**src/rtl/pipe_ctrl_pkg.sv**
```systemverilog
// Shared types for the pipeline hazard/redirect controller.
// Holds the redirect FSM encoding, the per-stage control bundle and register-match helper.
package pipe_ctrl_pkg;

  typedef enum logic [0:0] {
    IDLE = 1'b0,
    HOLD = 1'b1
  } pc_ctrl_state_t;

  typedef struct packed {
    logic stall_f;
    logic stall_d;
    logic stall_e;
    logic stall_m;
    logic flush_d;
    logic flush_e;
    logic flush_w;
  } hazard_t;

  localparam logic [4:0] REG_ZERO = 5'd0;

  // x0 is never a real producer, so a zero destination can never create a dependency.
  function automatic logic reg_match(input logic [4:0] dst, input logic [4:0] src);
    return (dst != REG_ZERO) && (dst == src);
  endfunction

endpackage

```
**src/rtl/pipe_ctrl_hazard_detect.sv**
```systemverilog
// Combinational detection of load-use and branch-operand hazards
// against the register reads of the instruction in decode.
module hazard_detect
  import pipe_ctrl_pkg::*;
(
  input  logic       id_valid,
  input  logic       id_br,
  input  logic [4:0] ra1,
  input  logic [4:0] ra2,
  input  logic       ex_valid,
  input  logic [4:0] ex_dst,
  input  logic       ex_wen,
  input  logic       ex_load,
  input  logic [4:0] mem_dst,
  input  logic       mem_load,
  output logic       lu,
  output logic       bh,
  output logic       hz
);

  logic ex_hit;
  logic mem_hit;

  assign ex_hit  = reg_match(ex_dst, ra1) | reg_match(ex_dst, ra2);
  assign mem_hit = reg_match(mem_dst, ra1) | reg_match(mem_dst, ra2);

  // The branch comparator in D only sees forwarded values from MEM (non-load) and WB,
  // so any EX producer or a MEM load is still too young for it.
  assign lu = id_valid & ex_valid & ex_load & ex_hit;
  assign bh = id_valid & id_br & ((ex_valid & ex_wen & ex_hit) | (mem_load & mem_hit));
  assign hz = lu | bh;

endmodule

```
**src/rtl/pipe_ctrl.sv**
```systemverilog
// Central hazard/redirect controller: per-stage stall/flush, fetch PC select
// sequencing against an in-flight ibus request, and performance counters.
module pipe_ctrl
  import pipe_ctrl_pkg::*;
#(
  parameter int CNT_W = 64
) (
  input  logic             clk,
  input  logic             resetn,
  input  logic [4:0]       ra1,
  input  logic [4:0]       ra2,
  input  logic             id_valid,
  input  logic             id_br,
  input  logic             ex_valid,
  input  logic [4:0]       ex_dst,
  input  logic             ex_wen,
  input  logic             ex_load,
  input  logic [4:0]       mem_dst,
  input  logic             mem_load,
  input  logic             redirect_req,
  input  logic [63:0]      redirect_pc,
  input  logic             i_busy,
  input  logic             d_busy,
  output logic             stall_f,
  output logic             stall_d,
  output logic             stall_e,
  output logic             stall_m,
  output logic             flush_d,
  output logic             flush_e,
  output logic             flush_w,
  output logic             pc_sel,
  output logic [63:0]      pc_next,
  output logic             redirect_pending,
  output logic [CNT_W-1:0] cnt_redirect,
  output logic [CNT_W-1:0] cnt_loaduse,
  output logic [CNT_W-1:0] cnt_dstall
);

  pc_ctrl_state_t state;
  pc_ctrl_state_t next_state;
  logic [63:0]    held_target;
  logic [63:0]    next_target;
  hazard_t        haz;
  logic           sel_c;
  logic [63:0]    next_pc_c;
  logic           lu;
  logic           bh;
  logic           hz;

  hazard_detect u_hazard_detect (
    .id_valid (id_valid),
    .id_br    (id_br),
    .ra1      (ra1),
    .ra2      (ra2),
    .ex_valid (ex_valid),
    .ex_dst   (ex_dst),
    .ex_wen   (ex_wen),
    .ex_load  (ex_load),
    .mem_dst  (mem_dst),
    .mem_load (mem_load),
    .lu       (lu),
    .bh       (bh),
    .hz       (hz)
  );

  // A dbus wait freezes everything, including a pending redirect; a hazard blocks
  // new redirects because the branch operands seen in D are stale.
  always_comb begin
    haz         = '0;
    sel_c       = 1'b0;
    next_pc_c   = '0;
    next_state  = state;
    next_target = held_target;
    if (d_busy) begin
      haz.stall_f = 1'b1;
      haz.stall_d = 1'b1;
      haz.stall_e = 1'b1;
      haz.stall_m = 1'b1;
      haz.flush_w = 1'b1;
    end else begin
      if (hz) begin
        haz.stall_f = 1'b1;
        haz.stall_d = 1'b1;
        haz.flush_e = 1'b1;
      end
      case (state)
        IDLE: begin
          if (!hz && id_valid && redirect_req) begin
            haz.flush_d = 1'b1;
            if (i_busy) begin
              haz.stall_f = 1'b1;
              next_state  = HOLD;
              next_target = redirect_pc;
            end else begin
              sel_c     = 1'b1;
              next_pc_c = redirect_pc;
            end
          end
        end
        HOLD: begin
          haz.stall_f = 1'b1;
          if (!i_busy) begin
            sel_c       = 1'b1;
            next_pc_c   = held_target;
            haz.flush_d = 1'b1;
            next_state  = IDLE;
          end
        end
        default: next_state = IDLE;
      endcase
    end
  end

  // Outputs are forced low while reset is held, even if upstream inputs are active.
  assign stall_f          = resetn & haz.stall_f;
  assign stall_d          = resetn & haz.stall_d;
  assign stall_e          = resetn & haz.stall_e;
  assign stall_m          = resetn & haz.stall_m;
  assign flush_d          = resetn & haz.flush_d;
  assign flush_e          = resetn & haz.flush_e;
  assign flush_w          = resetn & haz.flush_w;
  assign pc_sel           = resetn & sel_c;
  assign pc_next          = resetn ? next_pc_c : '0;
  assign redirect_pending = (state == HOLD);

  always_ff @(posedge clk or negedge resetn) begin
    if (!resetn) begin
      state        <= IDLE;
      held_target  <= '0;
      cnt_redirect <= '0;
      cnt_loaduse  <= '0;
      cnt_dstall   <= '0;
    end else begin
      state       <= next_state;
      held_target <= next_target;
      if (sel_c) begin
        cnt_redirect <= cnt_redirect + CNT_W'(1);
      end
      if (hz && !d_busy) begin
        cnt_loaduse <= cnt_loaduse + CNT_W'(1);
      end
      if (d_busy) begin
        cnt_dstall <= cnt_dstall + CNT_W'(1);
      end
    end
  end

endmodule
```
**config.mk**
```make
export PLATFORM = sky130hd
export DESIGN_NAME = pipe_ctrl
export DESIGN_NICKNAME = d
export VERILOG_FILES = /design/src/rtl/pipe_ctrl_pkg.sv /design/src/rtl/pipe_ctrl_hazard_detect.sv /design/src/rtl/pipe_ctrl.sv
export SDC_FILE = /design/constraint.sdc
export NUM_CORES = 1
export LEC_CHECK = 0
export ABC_AREA = 1
export BUFFER_PORTS_ARGS = -buffer_cell sky130_fd_sc_hd__buf_2
export CORE_ASPECT_RATIO = 0.75
export CORE_UTILIZATION = 45
export CTS_CLUSTER_SIZE = 14
export DETAILED_ROUTE_END_ITERATION = 6
export GPL_ROUTABILITY_DRIVEN = 0
export PLACE_DENSITY = 0.79
export SLEW_MARGIN = 40
export SYNTH_ARGS = -nofsm -noshare
export SYNTH_HDL_FRONTEND = slang
export SYNTH_HIERARCHICAL = 1
export SYNTH_SLANG_ARGS = --single-unit
```
**constraint.sdc**
```tcl
create_clock -name clk -period 3.1 [get_ports clk]
set_input_delay 0.62 -clock clk [delete_from_list [all_inputs] [get_ports clk]]
set_output_delay 0.62 -clock clk [all_outputs]
set_load 0.02 [all_outputs]
```
=== Word-level counts from Yosys, hierarchy flattened ===
Index checks and enable logic that the tools add are counted.

* Word-level logic and storage cells: 70
* Register bits after elaboration: 257
* Output and inout bits: 265
* Input bits: 95

* Add/sub/neg operators: 3
* Mux-type cells: 24
* Reductions and logical operators: 12
* Bitwise logic cells: 22
* Equal/unequal tests: 4

{| class="wikitable"
|+ Operators by type and width
! kind !! number
|-
| 64-bit 2-to-1 mux || 5
|-
| 64-bit by 1-bit adder with 64-bit output (second input constant) || 3
|-
| 64-bit case mux with 2 select lines || 1
|-
| 5-bit == test || 4
|-
| 1-bit AND || 16
|-
| 1-bit 2-to-1 mux || 10
|-
| 5-bit nonzero test || 2
|-
| 2-bit 2-to-1 mux || 4
|-
| 1-bit case mux with 2 select lines || 4
|-
| 1-bit logical AND || 7
|-
| 1-bit OR || 4
|-
| 4-bit AND reduction || 1
|-
| 1-bit logical NOT || 2
|-
| 1-bit NOT || 2
|}

=== Logic depth before layout (Yosys ltp) ===
Gate-level depths: netlist of run 1.

* Word-level depth: 14
* Mapped depth: 21

=== Modules after synthesis ===
Netlist of run 1, hierarchy kept.

{| class="wikitable"
|+ Modules (own cells, without submodules)
! module !! area each (um^2) !! seq. area each (um^2) !! cells each !! instances
|-
| pipe_ctrl || 14,720.4 || 6,431.2 || 1,888 || 1
|-
| hazard_detect || 416.6 || 0.0 || 90 || 1
|}

=== Worst setup path after synthesis of run 1 ===
OpenSTA, ideal clock, no wires.

* Kind: input port to output port
* Start point: in mem_dst[4]
* End point: out pc_next[10]
* Arrival time: 2.362 ns
* Required time: 2.480 ns
* Setup slack: 0.118 ns
* Buffers on the path: 1
* Stages on the path: 14
* Cell sequence: inv_1 nand3_1 o31ai_1 inv_1 nand2_1 nand2_1 nand2_2 nand2_2 inv_2 nand3_2 nor2_2 buf_2 a21oi_1 nor3_1

* Longest elaborated chain between the ends: 14
* Elaborated cells on any way between the ends: 17
* Those cells by class: 2 x eq/ne; 4 x mux; 5 x bitwise; 6 x reduce/logical

{| class="wikitable"
|+ Ends and longest elaborated chain
! what !! line !! text
|-
| start: declaration || pipe_ctrl.sv:18 || <nowiki>input logic [4:0] mem_dst,</nowiki>
|-
| 5-bit == test / 5-bit nonzero test (equally long branches) || pipe_ctrl_pkg.sv:24 || <nowiki>return (dst != REG_ZERO) && (dst == src);</nowiki>
|-
| 1-bit logical AND || pipe_ctrl_pkg.sv:24 ||
|-
| 1-bit OR (*) || pipe_ctrl_hazard_detect.sv:25 || <nowiki>assign mem_hit = reg_match(mem_dst, ra1) | reg_match(mem_dst, ra2);</nowiki>
|-
| 1-bit AND (*) || pipe_ctrl_hazard_detect.sv:30 || <nowiki>assign bh = id_valid & id_br & ((ex_valid & ex_wen & ex_hit) | (mem_load & mem_hit));</nowiki>
|-
| 1-bit OR (*) || pipe_ctrl_hazard_detect.sv:30 ||
|-
| 1-bit AND (*) || pipe_ctrl_hazard_detect.sv:30 ||
|-
| 1-bit OR (*) || pipe_ctrl_hazard_detect.sv:31 || <nowiki>assign hz = lu | bh;</nowiki>
|-
| named net hz || pipe_ctrl.sv:48 || <nowiki>logic hz;</nowiki>
|-
| 1-bit logical NOT (*) || pipe_ctrl.sv:88 || <nowiki>if (!hz && id_valid && redirect_req) begin</nowiki>
|-
| 1-bit logical AND (*) (2 in series) || pipe_ctrl.sv:88 ||
|-
| 64-bit 2-to-1 mux (*) || pipe_ctrl.sv:88 ||
|-
| 64-bit case mux with 2 select lines (*) || pipe_ctrl.sv:86 || <nowiki>case (state)</nowiki>
|-
| 64-bit 2-to-1 mux (*) || pipe_ctrl.sv:74 || <nowiki>if (d_busy) begin</nowiki>
|-
| 64-bit 2-to-1 mux (*) || pipe_ctrl.sv:123 || <nowiki>assign pc_next = resetn ? next_pc_c : '0;</nowiki>
|-
| end: declaration || pipe_ctrl.sv:32 || <nowiki>output logic [63:0] pc_next,</nowiki>
|}

The timed path passes the listed nets; every way through them passes the cells marked *.

=== Final worst setup path of run 1 ===
* Start point: in ra1[1]
* End point: out pc_next[50]

* Longest elaborated chain between the ends: 14
* Elaborated cells on any way between the ends: 19
* Those cells by class: 2 x eq/ne; 4 x mux; 8 x bitwise; 5 x reduce/logical

{| class="wikitable"
|+ Ends and longest elaborated chain
! what !! line !! text
|-
| start: declaration || pipe_ctrl.sv:10 || <nowiki>input logic [4:0] ra1,</nowiki>
|-
| 5-bit == test || pipe_ctrl_pkg.sv:24 ||
|-
| 1-bit logical AND || pipe_ctrl_pkg.sv:24 ||
|-
| 1-bit OR (on tied branches) || pipe_ctrl_hazard_detect.sv:24, pipe_ctrl_hazard_detect.sv:25 ||
|-
| 1-bit AND || pipe_ctrl_hazard_detect.sv:30 ||
|-
| 1-bit OR || pipe_ctrl_hazard_detect.sv:30 ||
|-
| 1-bit AND || pipe_ctrl_hazard_detect.sv:30 ||
|-
| 1-bit OR (*) || pipe_ctrl_hazard_detect.sv:31 ||
|-
| named net hz || pipe_ctrl.sv:48 ||
|-
| 1-bit logical NOT (*) || pipe_ctrl.sv:88 ||
|-
| 1-bit logical AND (*) (2 in series) || pipe_ctrl.sv:88 ||
|-
| 64-bit 2-to-1 mux (*) || pipe_ctrl.sv:88 ||
|-
| 64-bit case mux with 2 select lines (*) || pipe_ctrl.sv:86 ||
|-
| 64-bit 2-to-1 mux (*) || pipe_ctrl.sv:74 ||
|-
| 64-bit 2-to-1 mux (*) || pipe_ctrl.sv:123 ||
|}

Marked as above.

==> impl.org, run 1 <==
** Global routing
- Vias in the first global route :: 14166
- Pin count of the biggest net entering global routing :: 113
- Global routing finished with a remaining overflow of 0.
- Tot GR Track Use :: 26.57%
- Wire length of the first global-routing pass :: 73.71 mm
- Initial antenna violation count :: 0

** STA
- Hold is met by 0.2885 ns.
- Across all setup checks in the final design, the least slack found is -0.05650 ns.
- The number of max-slew violations in the final report came to 0.
- Adding up every negative setup slack in the final design gives -0.1068 ns.
- The total count of hold-check failures in the final report came to 0.
- Relative max-transition margin :: 48.31%
- Tmin final :: 3.156 ns
- Worst Tran Pin Value :: 0.7754 ns
- Setup Viol. Count Final :: 3
- Upper clock frequency limit :: 0.3168 GHz
- The final critical path takes up 101.8% of the cycle.
- The clock arrives with 0.03336 ns of skew.

** Clocking
- Worst-Skew Late Latency :: 0.56 ns
- CTS tree :: done
- In this run the clock root is driven by a sky130_fd_sc_hd__clkbuf_16.
- Inserted Clock Buffers :: 27
- The clock passes through at most 3 buffers.
- TritonCTS sink count :: 257
- CTS built an H-tree with a depth of 1.
- Worst-path clk slew :: 0.06 ns

** Floorplan
- The floorplan step defined a die boundary enclosing 34370 um^2.
- Area of the core :: 32740 um^2
- For this configuration, the core starts out at a cell density of 46.23%.
- Io pins :: 360
- Die Wd :: 213.8 um
- Count of standard-cell rows :: 57
- Die H :: 160.8 um

** Synth
- The number of nets in the synthesized netlist is 2075.
- The average instance in the mapped netlist occupies 7.655 um^2.
- The cell area that synthesis handed to floorplanning was 15130 um^2.
- The Yosys step of the flow raised 6 warnings.
- Gate Count Post-Synth :: 1977

** Routing
- Dividing the detail-routed wire length by the instance count gives 16.70 um.
- Number of detailed-routing iterations run before antenna repair :: 6
- Once detail routing completed, the nets flagged for antenna violations numbered 0.
- DRC violation total after the first TritonRoute iteration :: 1590
- Vias post-DR :: 15087
- In the routed design, unresolved DRC markers number 0.
- Ratio of routed vias to standard cells :: 5.363
- The final layout contains routed wiring with a total length of 46.98 mm.

** Pwr
- In this run the power density over the cells is 455.8 nW/um^2.
- Total leakage power :: 9.292 nW
- Total power for the finished layout comes to 0.008589 W.
- Across the VDD grid, the largest voltage drop is 395.1 uV.

** Placement
- Area of placed instances :: 17490 um^2
- In this run, placement finished with an instance count of 2754.
- Number of port buffers :: 359
- Once detailed placement completed, the half-perimeter wirelength came to 35.29 mm.

** Setup path
- Data on the critical path arrives at its endpoint at 2.54 ns.
- Data required, critical path :: 2.48 ns
- The worst setup path is captured at an output pin.
- Worst-path fanout max :: 8
- Category of the critical setup timing path :: primary input to output pin
- The worst setup path is launched from a primary input.

** Cells and area
- Fraction of layout instances using a drive strength above 1 :: 23.24%
- The area growth from synthesis to layout is 24.51%.
- # fillers :: 2862
- Once layout is done, the placed cells without fillers occupy 18840 um^2.
- Number of nets in the layout :: 2450
- Antenna cell count :: 0
- For this run, the number of standard cells in the final layout without fillers is 2813.

** Status
- Violations in the final reports :: negative setup slack
- Run status :: finished with violations

** Worst hold path
- Worst hold path class :: primary input to register

** Job
- Across the run, the number of max-cap violations was 0.
==> cells in the final DEF (no fill, tap or decap), drive strengths merged, types with 4 or more instances in the layout <==
| cell | count |
|---|---|
| and2 | 7 |
| clkinvlp | 4 |
| clkbuf | 34 |
| xnor2 | 62 |
| nor3 | 97 |
| buf | 383 |
| o21ai | 5 |
| nand3b | 18 |
| nor3b | 5 |
| dfrtp | 257 |
| nand3 | 96 |
| nor2 | 384 |
| nand2 | 515 |
| inv | 200 |
| mux2 | 64 |
| clkinv | 7 |
| nand4 | 63 |
| bufinv | 4 |
| xor2 | 85 |
| a21oi | 67 |
==> power breakdown <==
group / leakage [nW] / switching [W] / internal (W) / total (W)
combinational: 5.50 / 0.000769 / 0.000475 / 0.00124
sequential: 3.34 / 0.000253 / 0.00369 / 0.00394
clock: 0.446 / 0.00140 / 0.00200 / 0.00341
==> repair_timing <==
item	4_1_cts	5_1_grt
hold endpoints to repair	21	0
hold buffers	1	0
gates cloned	2	2
gates resized for setup	6	76
pin swaps	3	22
setup buffers	1	5
endpoints found under the setup margin	11	64
==> per-stage QoR <==
| step | setup WS, ns | utilization (%) |
|---|---|---|
| finish | -0.05650 | 57.56 |
| global route | -0.1486 | 57.56 |
| CTS | 0.001321 | 56.54 |
| detailed placement | -0.03992 | 53.43 |
| global placement | 0.1036 | 53.43 |
| floorplan | 0.1303 | - |
==> final cells by class <==
cell class | count | area [um^2] | area share, %
Clock buffer | 32 | 724.4 | 3.845
Sequential cell | 257 | 6432 | 34.14
Timing Repair Buffer | 386 | 2277 | 12.09
Tap cell | 442 | 553.0 | 2.935
Inverter | 199 | 764.5 | 4.057
Clock inverter | 16 | 197.7 | 1.049
Multi-Input combinational cell | 1481 | 7893 | 41.89
==> metal layers <==
metal | vias to the layer above | wire length (um) | GRT usage [%]
li1 | 7054 | - | -
met1 | 7122 | 20140 | 37.14
met2 | 806 | 21320 | 41.66
met3 | 105 | 4296 | 5.612
met4 | 0 | 1227 | 6.981
met5 | - | 0 | 0
==> flip-flops by register name, indices dropped and copies added (netlist names) <==
signal,cells
cnt_redirect,64
redirect_pending,1
held_target,64
cnt_dstall,64
cnt_loaduse,64
==> worst paths after layout <==
| kind | from | end | slack (ns) | depth (start not counted) |
|---|---|---|---|---|
| max in group asynchronous | resetn | held_target[21] | 1.41 | 4 |
| worst min register to register | held_target[27] | held_target[27] | 0.49 | 1 |
| min in group asynchronous | resetn | cnt_redirect[42] | 0.51 | 2 |
| worst max-delay path | ra1[1] | pc_next[50] | -0.06 | 19 |
| worst min-delay path | redirect_pc[58] | held_target[58] | 0.29 | 2 |
| worst max register to register | redirect_pending | held_target[45] | 1.11 | 5 |
==> critical path, cell delays in order <==
cell                      delay (ns)
sky130_fd_sc_hd__buf_6          0.10
sky130_fd_sc_hd__inv_2          0.05
sky130_fd_sc_hd__nand2_1        0.08
sky130_fd_sc_hd__nand2_1        0.09
sky130_fd_sc_hd__nor2_1         0.05
sky130_fd_sc_hd__nand3_1        0.10
sky130_fd_sc_hd__nand2_2        0.09
sky130_fd_sc_hd__nand3_2        0.06
sky130_fd_sc_hd__nand2_1        0.05
sky130_fd_sc_hd__nand2_2        0.05
sky130_fd_sc_hd__nand2_2        0.06
sky130_fd_sc_hd__inv_2          0.07
sky130_fd_sc_hd__nand3_4        0.08
sky130_fd_sc_hd__nor2_4         0.15
sky130_fd_sc_hd__buf_12         0.16
sky130_fd_sc_hd__buf_16         0.14
sky130_fd_sc_hd__a21oi_1        0.07
sky130_fd_sc_hd__nor3_1         0.23
sky130_fd_sc_hd__buf_2          0.22
Note: power is estimated with default switching activity, not from simulation.
==> run 2: changes to the inputs <==
==> constraint.sdc (replaced) <==
create_clock -name clk -period 3.19 [get_ports clk]
set_input_delay 0.638 -clock clk [delete_from_list [all_inputs] [get_ports clk]]
set_output_delay 0.638 -clock clk [all_outputs]
set_load 0.02 [all_outputs]
==> run 2 against run 1 <==
The run ends with design-rule violations, negative setup slack left. Flip-flop and latch count did not move. Largest cell class unchanged. Total power shrank 1.8%. Register-to-register slack improved by 0.09 ns. Final area rose by 0.50%. Non-clock buffer count shrank 1. Sequential share of layout area shrank 0.17 points. Combinational power about the same. Highest routed layer unchanged. Cell count about the same.
==> impl.org, run 2 (synthesis gave the netlist of run 1 again) <==
** Global routing
- Remaining global-route overflow :: 0
- Wire length of the first global-routing pass :: 72.17 mm
- Vias in the first global route :: 13833
- Entering global routing, the biggest net connects 74 pins.
- Tot GR Track Use :: 26.12%
- Initial antenna violation count :: 0

** Floorplan
- Die area :: 34370 um^2
- From bottom edge to top edge, the die measures 160.8 um.
- Measured along the x axis, the die boundary spans 213.8 um.
- Io pins :: 360
- Count of standard-cell rows :: 57
- For this configuration, the core starts out at a cell density of 46.23%.
- The floorplan step defined a core boundary enclosing 32740 um^2.

** STA
- Tmin final :: 3.194 ns
- Setup repair after global routing missed its margin :: true
- Setup Viol. Count Final :: 2
- Upper clock frequency limit :: 0.3131 GHz
- Relative max-transition margin :: 45.02%
- For the pin with the worst max-slew slack, the measured transition is 0.8247 ns.
- Worst Slack Setup Final :: -0.003577 ns
- Final hold violation count :: 0
- Max-slew violation count :: 0
- The final critical path takes up 100.1% of the cycle.
- Final setup skew :: 0.02971 ns
- Hold timing on the final database bottoms out at a slack of 0.1458 ns.

** Clocking
- CTS tree :: done
- Worst-path clk slew :: 0.06 ns
- Counting every sink on the clock net gives 257.
- Hold repair after CTS inserted 0 buffers.
- Worst-case clock buffer depth :: 3
- CTS built an H-tree with a depth of 1.
- Clock tree root driver cell :: sky130_fd_sc_hd__clkbuf_16
- Worst-Skew Late Latency :: 0.56 ns
- Inserted Clock Buffers :: 27

** Placement
- The number of placed instances, taps included, is 2751.
- Hpwl dp :: 35.21 mm
- Timing analysis after detailed placement gives a worst setup slack of -0.01264 ns.
- During placement, the flow inserted port buffers numbering 359.

** Pwr
- Total leakage power :: 9.303 nW
- Ratio of total power to cell area :: 445.6 nW/um^2
- Across the VDD grid, the largest voltage drop is 364.8 uV.

** Routing
- DRC violation total after the first TritonRoute iteration :: 1364
- The final layout contains routed wiring with a total length of 47.56 mm.
- In the routed layout, each cell is associated on average with a via count of 5.354.
- The detail route stage leaves a number of antenna-violating nets equal to 0.
- The final route contains 15067 vias.
- Number of detailed-routing iterations run before antenna repair :: 7
- Routed wire length per instance :: 16.90 um
- For this run, design rule violations remaining after detail routing come to 2.

** Job
- Number of maximum-capacitance violations :: 0

** Cells and area
- Leaving out fill and tap cells, the most frequent cell in the layout is sky130_fd_sc_hd__nand2_1.
- The area growth from synthesis to layout is 25.13%.
- Number of nets in the layout :: 2449
- Fraction of layout instances using a drive strength above 1 :: 23.82%
- Non-Filler Instances :: 2814
- 0 antenna diodes ended up in the layout.
- Counting the fill cells in the layout gives 2875.
- The library cells used most frequently in the layout, excluding fill and tap cells, are sky130_fd_sc_hd__nand2_1 (489), sky130_fd_sc_hd__nor2_1 (345), sky130_fd_sc_hd__buf_2 (331).

** Setup path
- The worst setup path is launched from a primary input.
- STA classifies the critical path endpoint as an output pin.
- Data required, critical path :: 2.55 ns
- Crit path DAT :: 2.56 ns
- Internal reg-to-reg setup slack :: 1.20 ns
- Category of the critical setup timing path :: primary input to output pin
- In this run the worst path has a maximum fanout of 8.

** Status
- Violations in the final reports :: design-rule violations, negative setup slack
- Run status :: finished with violations

** Worst hold path
- The worst hold path belongs to the class primary input to asynchronous set/reset pin.
[run 2: stage by stage]
step           total power, W  util (%)  cell area [um^2]    TNS, ns
5_1_grt              0.008775     57.85             18940     -3.799
6_report             0.008437     57.85             18940  -0.004971
3_5_place_dp         0.005026     53.29             17450   -0.01264
2_1_floorplan        0.004527         -             15130          0
4_1_cts              0.008406     56.19             18400  -0.005685
3_3_place_gp         0.004964     53.28             17440          0
[run 2: power by group]
part,internal (W),switching (W)
clock network,0.00202,0.00135
logic,0.000464,0.000769
registers,0.00358,0.000249
total,0.00607,0.00237
[run 2: per-layer routing]
layer	GRT usage (%)	share of wire, %	vias to the layer above	wire length [um]
met5	0	0	-	0
met4	7.013	2.7	0	1290
met3	4.830	8.6	119	4113
met2	41.25	45	768	21470
met1	36.63	43	7127	20680
li1	-	-	7053	-
[run 2: cell type report]
cell class,instances,area (um^2),area share (%)
timing repair buffer,385,2250,11.88
clock buffer,40,784.5,4.143
inverter,199,767.0,4.050
clock inverter,10,160.2,0.8458
sequential,257,6432,33.97
multi-input combinational,1481,7989,42.19
tap,442,553.0,2.921
[run 2: final timing paths]
kind                                  from               end  depth (start not counted)
max                              ex_dst[0]       pc_next[46]                         19
min reg2reg                held_target[52]   held_target[52]                          1
min in group clk           redirect_pc[61]   held_target[61]                          2
max in group asynchronous           resetn  redirect_pending                          3
min                                 resetn  cnt_redirect[18]                          2
max reg2reg                cnt_redirect[0]  cnt_redirect[60]                         10
[run 2: worst max-delay path: stages]
cell                        delay, ns
sky130_fd_sc_hd__buf_2           0.12
sky130_fd_sc_hd__inv_2           0.07
sky130_fd_sc_hd__nand2_2         0.04
sky130_fd_sc_hd__nand2_1         0.06
sky130_fd_sc_hd__nor2_1          0.05
sky130_fd_sc_hd__nand3_1         0.09
sky130_fd_sc_hd__nand2_2         0.08
sky130_fd_sc_hd__nand3_2         0.08
sky130_fd_sc_hd__nand2_2         0.06
sky130_fd_sc_hd__nand2_2         0.08
sky130_fd_sc_hd__nand2_4         0.07
sky130_fd_sc_hd__inv_4           0.06
sky130_fd_sc_hd__nand3_4         0.07
sky130_fd_sc_hd__nor2_4          0.14
sky130_fd_sc_hd__buf_12          0.16
sky130_fd_sc_hd__clkbuf_16       0.18
sky130_fd_sc_hd__a21oi_1         0.07
sky130_fd_sc_hd__nor3_1          0.21
sky130_fd_sc_hd__buf_2           0.21
[run 2: timing repair]
action	in CTS	in global routing
setup endpoints to repair	4	63
gates cloned	0	6
hold endpoints to repair	0	0
setup buffers	0	6
pin swaps	0	44
resized for setup	1	99
